`config.mk`:
```
export PLATFORM = sky130hd
export DESIGN_NAME = enc4to2_hs_flat
export DESIGN_NICKNAME = d
export VERILOG_FILES = /design/src/rtl/enc4to2_hs_if.sv /design/src/rtl/enc4to2_hs.sv /design/src/flat_wrapper.sv
export SDC_FILE = /design/constraint.sdc
export NUM_CORES = 1
export LEC_CHECK = 0
export ABC_AREA = 1
export CAP_MARGIN = 20
export CORE_AREA = 2 2 45 47
export CTS_CLUSTER_SIZE = 25
export DETAILED_ROUTE_END_ITERATION = 7
export DIE_AREA = 0 0 47 49
export GPL_TIMING_DRIVEN = 0
export PLACE_DENSITY = 0.8
export SLEW_MARGIN = 20
export SYNTH_ARGS = -nofsm -noshare
export SYNTH_HDL_FRONTEND = slang
export SYNTH_SLANG_ARGS = --single-unit
export TNS_END_PERCENT = 5
```
`constraint.sdc`:
```
create_clock -name clk -period 2.95 [get_ports clk]
set_input_delay 0.4425 -clock clk [delete_from_list [all_inputs] [get_ports clk]]
set_output_delay 0.4425 -clock clk [all_outputs]
set_load 0.05 [all_outputs]
```
`src/rtl/enc4to2_hs_if.sv`:
```
// enc4to2_hs_if: request/code/handshake bundle between a requester and the encoder
interface enc4to2_hs_if;
    logic [3:0] d;
    logic       ack;
    logic [1:0] b;
    logic       valid;
    logic       multi;

    modport master (output d, output ack, input b, input valid, input multi);
    modport slave  (input d, input ack, output b, output valid, output multi);
endinterface

```
`src/rtl/enc4to2_hs.sv`:
```
// enc4to2_hs: qualified, registered 4-to-2 priority encoder with valid/ack hold; ENC_MULTI_ERR_EN enables the multi-line flag
module enc4to2_hs #(
    parameter int STABLE_CYCLES = 4
) (
    input logic         clk,
    input logic         rst_n,
    enc4to2_hs_if.slave bus
);
    typedef enum logic [1:0] {IDLE, SETTLE, HOLD, RELEASE} state_t;

    localparam logic [7:0] STABLE_N = 8'(STABLE_CYCLES);

    state_t     state_q;
    logic [3:0] snap_q;
    logic [7:0] cnt_q;
    logic [1:0] b_q;
    logic       valid_q;
    logic       multi_q;
    logic [1:0] code_d;
    logic       multi_d;
    logic [7:0] cnt_d;

    // Encode the live request: an issue only happens when d equals the snapshot
    always_comb begin
        code_d = bus.d[3] ? 2'd3 : bus.d[2] ? 2'd2 : bus.d[1] ? 2'd1 : 2'd0;
`ifdef ENC_MULTI_ERR_EN
        multi_d = |(bus.d & (bus.d - 4'd1));
`else
        multi_d = 1'b0;
`endif
        cnt_d = cnt_q + 8'd1;
    end

    // Qualify, issue, hold until ack, then wait for all lines to release
    always_ff @(posedge clk or negedge rst_n) begin
        if (!rst_n) begin
            state_q <= IDLE;
            snap_q  <= 4'd0;
            cnt_q   <= 8'd0;
            b_q     <= 2'd0;
            valid_q <= 1'b0;
            multi_q <= 1'b0;
        end else begin
            case (state_q)
                IDLE: begin
                    if (bus.d != 4'd0) begin
                        snap_q <= bus.d;
                        cnt_q  <= 8'd1;
                        if (STABLE_N == 8'd1) begin
                            state_q <= HOLD;
                            b_q     <= code_d;
                            valid_q <= 1'b1;
                            multi_q <= multi_d;
                        end else begin
                            state_q <= SETTLE;
                        end
                    end
                end
                SETTLE: begin
                    if (bus.d == 4'd0) begin
                        state_q <= IDLE;
                        cnt_q   <= 8'd0;
                    end else if (bus.d != snap_q) begin
                        snap_q <= bus.d;
                        cnt_q  <= 8'd1;
                    end else begin
                        cnt_q <= cnt_d;
                        if (cnt_d == STABLE_N) begin
                            state_q <= HOLD;
                            b_q     <= code_d;
                            valid_q <= 1'b1;
                            multi_q <= multi_d;
                        end
                    end
                end
                HOLD: begin
                    if (bus.ack) begin
                        state_q <= RELEASE;
                        valid_q <= 1'b0;
                        multi_q <= 1'b0;
                    end
                end
                RELEASE: begin
                    if (bus.d == 4'd0) state_q <= IDLE;
                end
                default: state_q <= IDLE;
            endcase
        end
    end

    assign bus.b     = b_q;
    assign bus.valid = valid_q;
    assign bus.multi = multi_q;
endmodule
```
`src/flat_wrapper.sv`:
```
// flat-port wrapper written by rule: the top's interface ports become plain ports
module enc4to2_hs_flat 
#(
    parameter int STABLE_CYCLES = 4
)
  (clk, rst_n, bus_d, bus_ack, bus_b, bus_valid, bus_multi);
  enc4to2_hs_if bus_i ();
  input logic clk;
  input logic rst_n;
  input wire logic [$bits(bus_i.d)-1:0] bus_d;
  input wire logic [$bits(bus_i.ack)-1:0] bus_ack;
  output wire logic [$bits(bus_i.b)-1:0] bus_b;
  output wire logic [$bits(bus_i.valid)-1:0] bus_valid;
  output wire logic [$bits(bus_i.multi)-1:0] bus_multi;
  assign bus_i.d = bus_d;
  assign bus_i.ack = bus_ack;
  assign bus_b = bus_i.b;
  assign bus_valid = bus_i.valid;
  assign bus_multi = bus_i.multi;
  enc4to2_hs #(.STABLE_CYCLES(STABLE_CYCLES)) u_core (.clk(clk), .rst_n(rst_n), .bus(bus_i));
endmodule
```
==> results of run 1 <==
[cells in the mapped netlist (all sizes together)]
library cell	number
a21oi	1
buf	1
conb	1
dfrtp	17
ha	1
inv	26
nand2	46
nand3	7
nand4	3
nor2	16
nor3	3
nor3b	1
o211ai	1
o21ai	12
o22ai	6
xnor2	1
xor2	1
[cells by family (layout without fill, tap and decap cells)]
| family | Yosys count | count (layout) | synth area share |
|---|---|---|---|
| AO/OA/AOI/OAI | 20 | 20 | 0.115 |
| AND/OR/NAND/NOR | 76 | 76 | 0.331 |
| XOR/XNOR | 2 | 2 | 0.0172 |
| buffers and inverters | 27 | 40 | 0.103 |
| flip-flops | 17 | 17 | 0.417 |
| other | 1 | 1 | 0.00368 |
| adder cells (fa/ha/maj) | 1 | 1 | 0.0123 |
[flip-flops by register name, indices dropped and copies added (netlist names), named ones only]
| register | cells |
|---|---|
| u_core.cnt_q | 8 |
| u_core.snap_q | 4 |
| u_core.bus.b | 2 |
| u_core.bus.valid | 1 |
| u_core.state_q | 1 |
[cells in the final DEF, fill, tap and decap left out, drive strengths merged]
master	n
a21oi	1
buf	1
clkbuf	3
clkdlybuf4s50	9
clkinv	1
conb	1
dfrtp	17
ha	1
inv	26
nand2	46
nand3	7
nand4	3
nor2	16
nor3	3
nor3b	1
o211ai	1
o21ai	12
o22ai	6
xnor2	1
xor2	1
[routing by layer]
layer / up-vias / wire, um / track usage
li1: 481 / - / -
met4: 0 / 38 / 0.0926
met2: 13 / 1140 / 0.388
met3: 4 / 40 / 0.0333
met5: - / 0 / 0
met1: 435 / 883 / 0.251
[power by group through the flow]
stage / Sequential [mW] / Clock (mW) / Combinational (mW)
floorplan: 0.395 / 0 / 0.196
CTS: 0.344 / 0.131 / 0.351
global placement: 0.343 / 0 / 0.336
finish: 0.345 / 0.126 / 0.346
global route: 0.353 / 0.143 / 0.392
detailed placement: 0.349 / 0 / 0.348
[worst paths after layout]
path	start	to	slack (ns)	cells past startpoint
hold / removal	u_core.bus.b[1]	u_core.bus.b[1]	0.49	2
max in group asynchronous	rst_n	asynchronous set/reset pin	1.86	1
setup reg to reg	u_core.cnt_q[1]	u_core.bus.b[0]	1.27	10
setup / recovery	u_core.bus.b[0]	bus_b[0]	1.01	1
min in group asynchronous	rst_n	u_core.cnt_q[4]	0.60	1
hold reg to reg	u_core.bus.b[1]	u_core.bus.b[1]	0.49	2
[final cells by class]
type	count	area (um^2)	share of cell area
Multi-Input combinational cell	100	489	0.418
Sequential cell	17	425	0.363
Inverter	26	97.6	0.0833
Timing Repair Buffer	9	90.1	0.0769
Tap cell	27	33.8	0.0288
Clock buffer	3	22.5	0.0192
Buffer	1	7.51	0.00641
Clock inverter	1	5.00	0.00427
[through the flow]
step / setup slack (ns) / cell area, um^2 / hold WS (ns)
finish: 1.01 / 1170 / 0.489
global route: 0.969 / 1170 / 0.559
CTS: 1.00 / 1170 / 0.483
detailed placement: 0.832 / 1140 / 0.461
global placement: 0.874 / 1140 / 0.457
floorplan: 1.47 / 1020 / 0.147
==> impl_metrics.json, run 1 <==
{
  "outcome": "complete, no violations",
  "hp-class": "flop to flop",
  "synth_area_per_cell_um2": 7.08,
  "final_core_util": 0.636,
  "area_growth_pct": 14.8,
  "coreArea_mm2": 0.00184,
  "rsz0062_at_grt": "false",
  "grt_max_degree": 18,
  "grt-ovfl-total": 0,
  "cts_hold_buf": 0,
  "vias_per_cell": 5.07,
  "worst_pin_slew_ns": 0.792,
  "power_frac_comb": 0.423,
  "crit_family": "buffers and inverters",
  "worst_setup_path_start_kind": "flop",
  "p_seq_frac": 0.422,
  "slowest_stage": "clkdlybuf4s50_1",
  "routedWlPerCell_um": 11.4,
  "yosysTopAreaCell": "dfrtp_1",
  "power_density_mw_per_mm2": 698,
  "hpwlAfterDp_mm": 1.63,
  "end_kind": "output pin",
  "drt-initial-drc-count": 12,
  "synth_area_mm2": 0.00102,
  "grt_pass1_wl_mm": 3.70,
  "arrival_ns": 1.49,
  "cts.sinks": 17,
  "ys_warn_count": 0,
  "switching_share": 0.438,
  "worstPathCellList": "clkdlybuf4s50_1",
  "finClkSkew_ns": 0.00612,
  "hold_viol": 0,
  "place_congestion": 0.800,
  "grt.total_usage": 0.221,
  "final.fill_count": 177,
  "remaining_drc_errors": 0,
  "critPathMaxStageDelay_ns": 0.81,
  "die_h_um": 49,
  "p_leak_nw": 0.580,
  "p_sw_mw": 0.358,
  "post_cts_buffers": 0,
  "clk_latency_ns": 0.30,
  "slew_viol_final": 0,
  "worstPathMaxFanout": 2,
  "antenna_found_initial": 0,
  "layout-drive-gt1-share": 0.115,
  "syn-num-nets": 152,
  "clkPwrFrac": 0.155,
  "finalCritPeriodShare": 0.656,
  "synth-seq-cells": 17,
  "fmax_mhz": 516,
  "htreeDepth": 1,
  "syn_inst": 144,
  "cts_made_buffers": 3,
  "ant_nets": 0,
  "synth_cell_types": 24,
  "clk_pin_slew_ns": 0.10,
  "drt_first_pass_iters": 4,
  "nNetsFinal": 166,
  "fp.dieW_um": 47,
  "intPower_mw": 0.459,
  "cts-root-buf": "clkbuf_4",
  "worstSetupPathType": "flop to output pin",
  "setup_viol": 0,
  "n_antenna_cell": 0,
  "ctsResizeCount": 0,
  "pin_count": 11,
  "start_util": 0.554,
  "tns_ns": 0,
  "wirelength_mm": 2.10,
  "drv_cap": 0,
  "io_buffers": 9,
  "routed-via-count": 933,
  "cts_tree": "yes",
  "clock_path_buffers": 2,
  "place_inst": 180,
  "synth_area_leaders": "dfrtp_1, nand2_1, inv_1, o21ai_0, nor2_1",
  "grt_pass1_vias": 936,
  "cp.buffers_inverters": 1,
  "relSlewSlack": 0.470,
  "yosysTopAreaCellShare": 0.417,
  "std_cell_rows": 16,
  "die-area_mm2": 0.00230,
  "ir_drop_v": 0.000521,
  "yosysSeqAreaShare": 0.417,
  "finalCriticalPeriod_ns": 1.94,
  "critical_path_required_ns": 2.51,
  "final_cells": 184,
  "p_total_mw": 0.817
}
Note: power is estimated with default switching activity, not from simulation.
==> run 2, diff against run 1 <==
Settings changed: CORE_AREA 2 2 45 47 to 2 2 47 49, DIE_AREA 0 0 47 49 to 0 0 49 51, PLACE_DENSITY 0.8 to 0.74.
Clock period 2.95 ns to 1.8 ns, I/O delays scaled along.
==> impl_metrics.json, run 2 (synthesized netlist as in run 1, its figures left out) <==
{
  "area_growth_pct": 17.1,
  "final_core_util": 0.579,
  "pin_count": 11,
  "cts_made_buffers": 3,
  "die_h_um": 51,
  "largest_reg_flops": 8,
  "relSlewSlack": 0.448,
  "std_cell_rows": 17,
  "slowest_stage": "clkdlybuf4s50_1",
  "finClkSkew_ns": 0.00760,
  "routed-via-count": 953,
  "worstPathCellList": "clkdlybuf4s50_1",
  "slew_viol_final": 0,
  "grt_pass1_wl_mm": 3.56,
  "grt_pass1_vias": 865,
  "routedWlPerCell_um": 11.6,
  "p_total_mw": 1.37,
  "rrSetupSlack_ns": 0.18,
  "critical_path_required_ns": 1.53,
  "coreArea_mm2": 0.00206,
  "clock_path_buffers": 2,
  "dp_slack_ns": -0.139,
  "drv_cap": 0,
  "rsz0062_at_grt": "false",
  "grt_max_degree": 18,
  "dpl-instance-area_mm2": 0.00114,
  "arrival_ns": 1.47,
  "antenna_found_initial": 0,
  "nNetsFinal": 166,
  "worstPathMaxFanout": 2,
  "hp-class": "input port to asynchronous set/reset pin",
  "clk_latency_ns": 0.30,
  "remaining_drc_errors": 0,
  "cp.buffers_inverters": 1,
  "reg2regPathDepth": 10,
  "drt-initial-drc-count": 26,
  "finalCriticalPeriod_ns": 1.74,
  "place_inst": 181,
  "ant_nets": 0,
  "grt-ovfl-total": 0,
  "final_cells": 185,
  "layout-drive-gt1-share": 0.115,
  "die-area_mm2": 0.00250,
  "fmax_mhz": 576,
  "ir_drop_v": 0.000788,
  "hold_viol": 0,
  "setup_slack_ns": 0.0628,
  "rr_endpoint": "u_core.bus.b[0]",
  "worst_pin_slew_ns": 0.825,
  "finalCritPeriodShare": 0.965,
  "hpwlAfterDp_mm": 1.59,
  "end_kind": "output pin",
  "cts_tree": "yes",
  "final_common_cell": "nand2_1",
  "cts-root-buf": "clkbuf_4",
  "power_density_mw_per_mm2": 1140,
  "htreeDepth": 1,
  "fp.dieW_um": 49,
  "p_leak_nw": 0.594,
  "crit_family": "buffers and inverters",
  "design_area_mm2": 0.00119,
  "start_util": 0.494,
  "drt_first_pass_iters": 4,
  "worst_setup_path_start_kind": "flop",
  "regMostFlops": "u_core.cnt_q",
  "n_antenna_cell": 0,
  "clk_pin_slew_ns": 0.10,
  "critPathMaxStageDelay_ns": 0.80,
  "vias_per_cell": 5.15,
  "cts.sinks": 17,
  "setup_viol": 0,
  "outcome": "complete, no violations",
  "place_congestion": 0.842,
  "grt.total_usage": 0.188,
  "wirelength_mm": 2.14,
  "io_buffers": 9,
  "reg2reg_from": "u_core.cnt_q[1]",
  "mostFrequentLayoutCells": "nand2_1, inv_1, dfrtp_1",
  "worstSetupPathType": "flop to output pin"
}
==> run 2: repair_timing <==
item,in CTS,in global routing
gates resized for setup,0,4
buffers inserted,0,0
hold buffers,0,0
endpoints found under the setup margin,0,5
==> run 2: layout make-up <==
type	count	area (um^2)
Tap cell	28	35.0
Inverter	26	97.6
Buffer	1	7.51
Timing Repair Buffer	9	92.6
Clock buffer	4	26.3
Multi-Input combinational cell	100	509
Fill cell	211	870
Sequential cell	17	425
==> run 2: worst max path at each step <==
stage                         start                to  cells after the start
floorplan           u_core.cnt_q[0]   u_core.bus.b[0]                     11
global placement           bus_d[2]   u_core.cnt_q[0]                      8
detailed placement         bus_d[2]  u_core.snap_q[2]                      8
CTS                 u_core.bus.b[1]          bus_b[1]                      1
global route        u_core.bus.b[0]          bus_b[0]                      1
finish              u_core.bus.b[0]          bus_b[0]                      1
==> run 2: metrics by stage <==
stage / setup TNS, ns / hold slack (ns)
finish: 0 / 0.439
global route: 0 / 0.505
CTS: 0 / 0.463
detailed placement: -0.705 / 0.459
global placement: -0.579 / 0.458
floorplan: 0 / -0.0256
==> run 2: power breakdown <==
| part | switching [mW] | internal, mW | leakage [nW] |
|---|---|---|---|
| logic | 0.384 | 0.202 | 0.362 |
| clock network | 0.124 | 0.0863 | 0.0150 |
| registers | 0.0887 | 0.481 | 0.218 |
==> run 2: layer usage <==
layer,up-vias,part of all wire,global-route usage
li1,484,-,-
met1,446,0.44,0.218
met2,18,0.51,0.342
met3,5,0.035,0.0292
met4,0,0.020,0.0857
met5,-,0,0
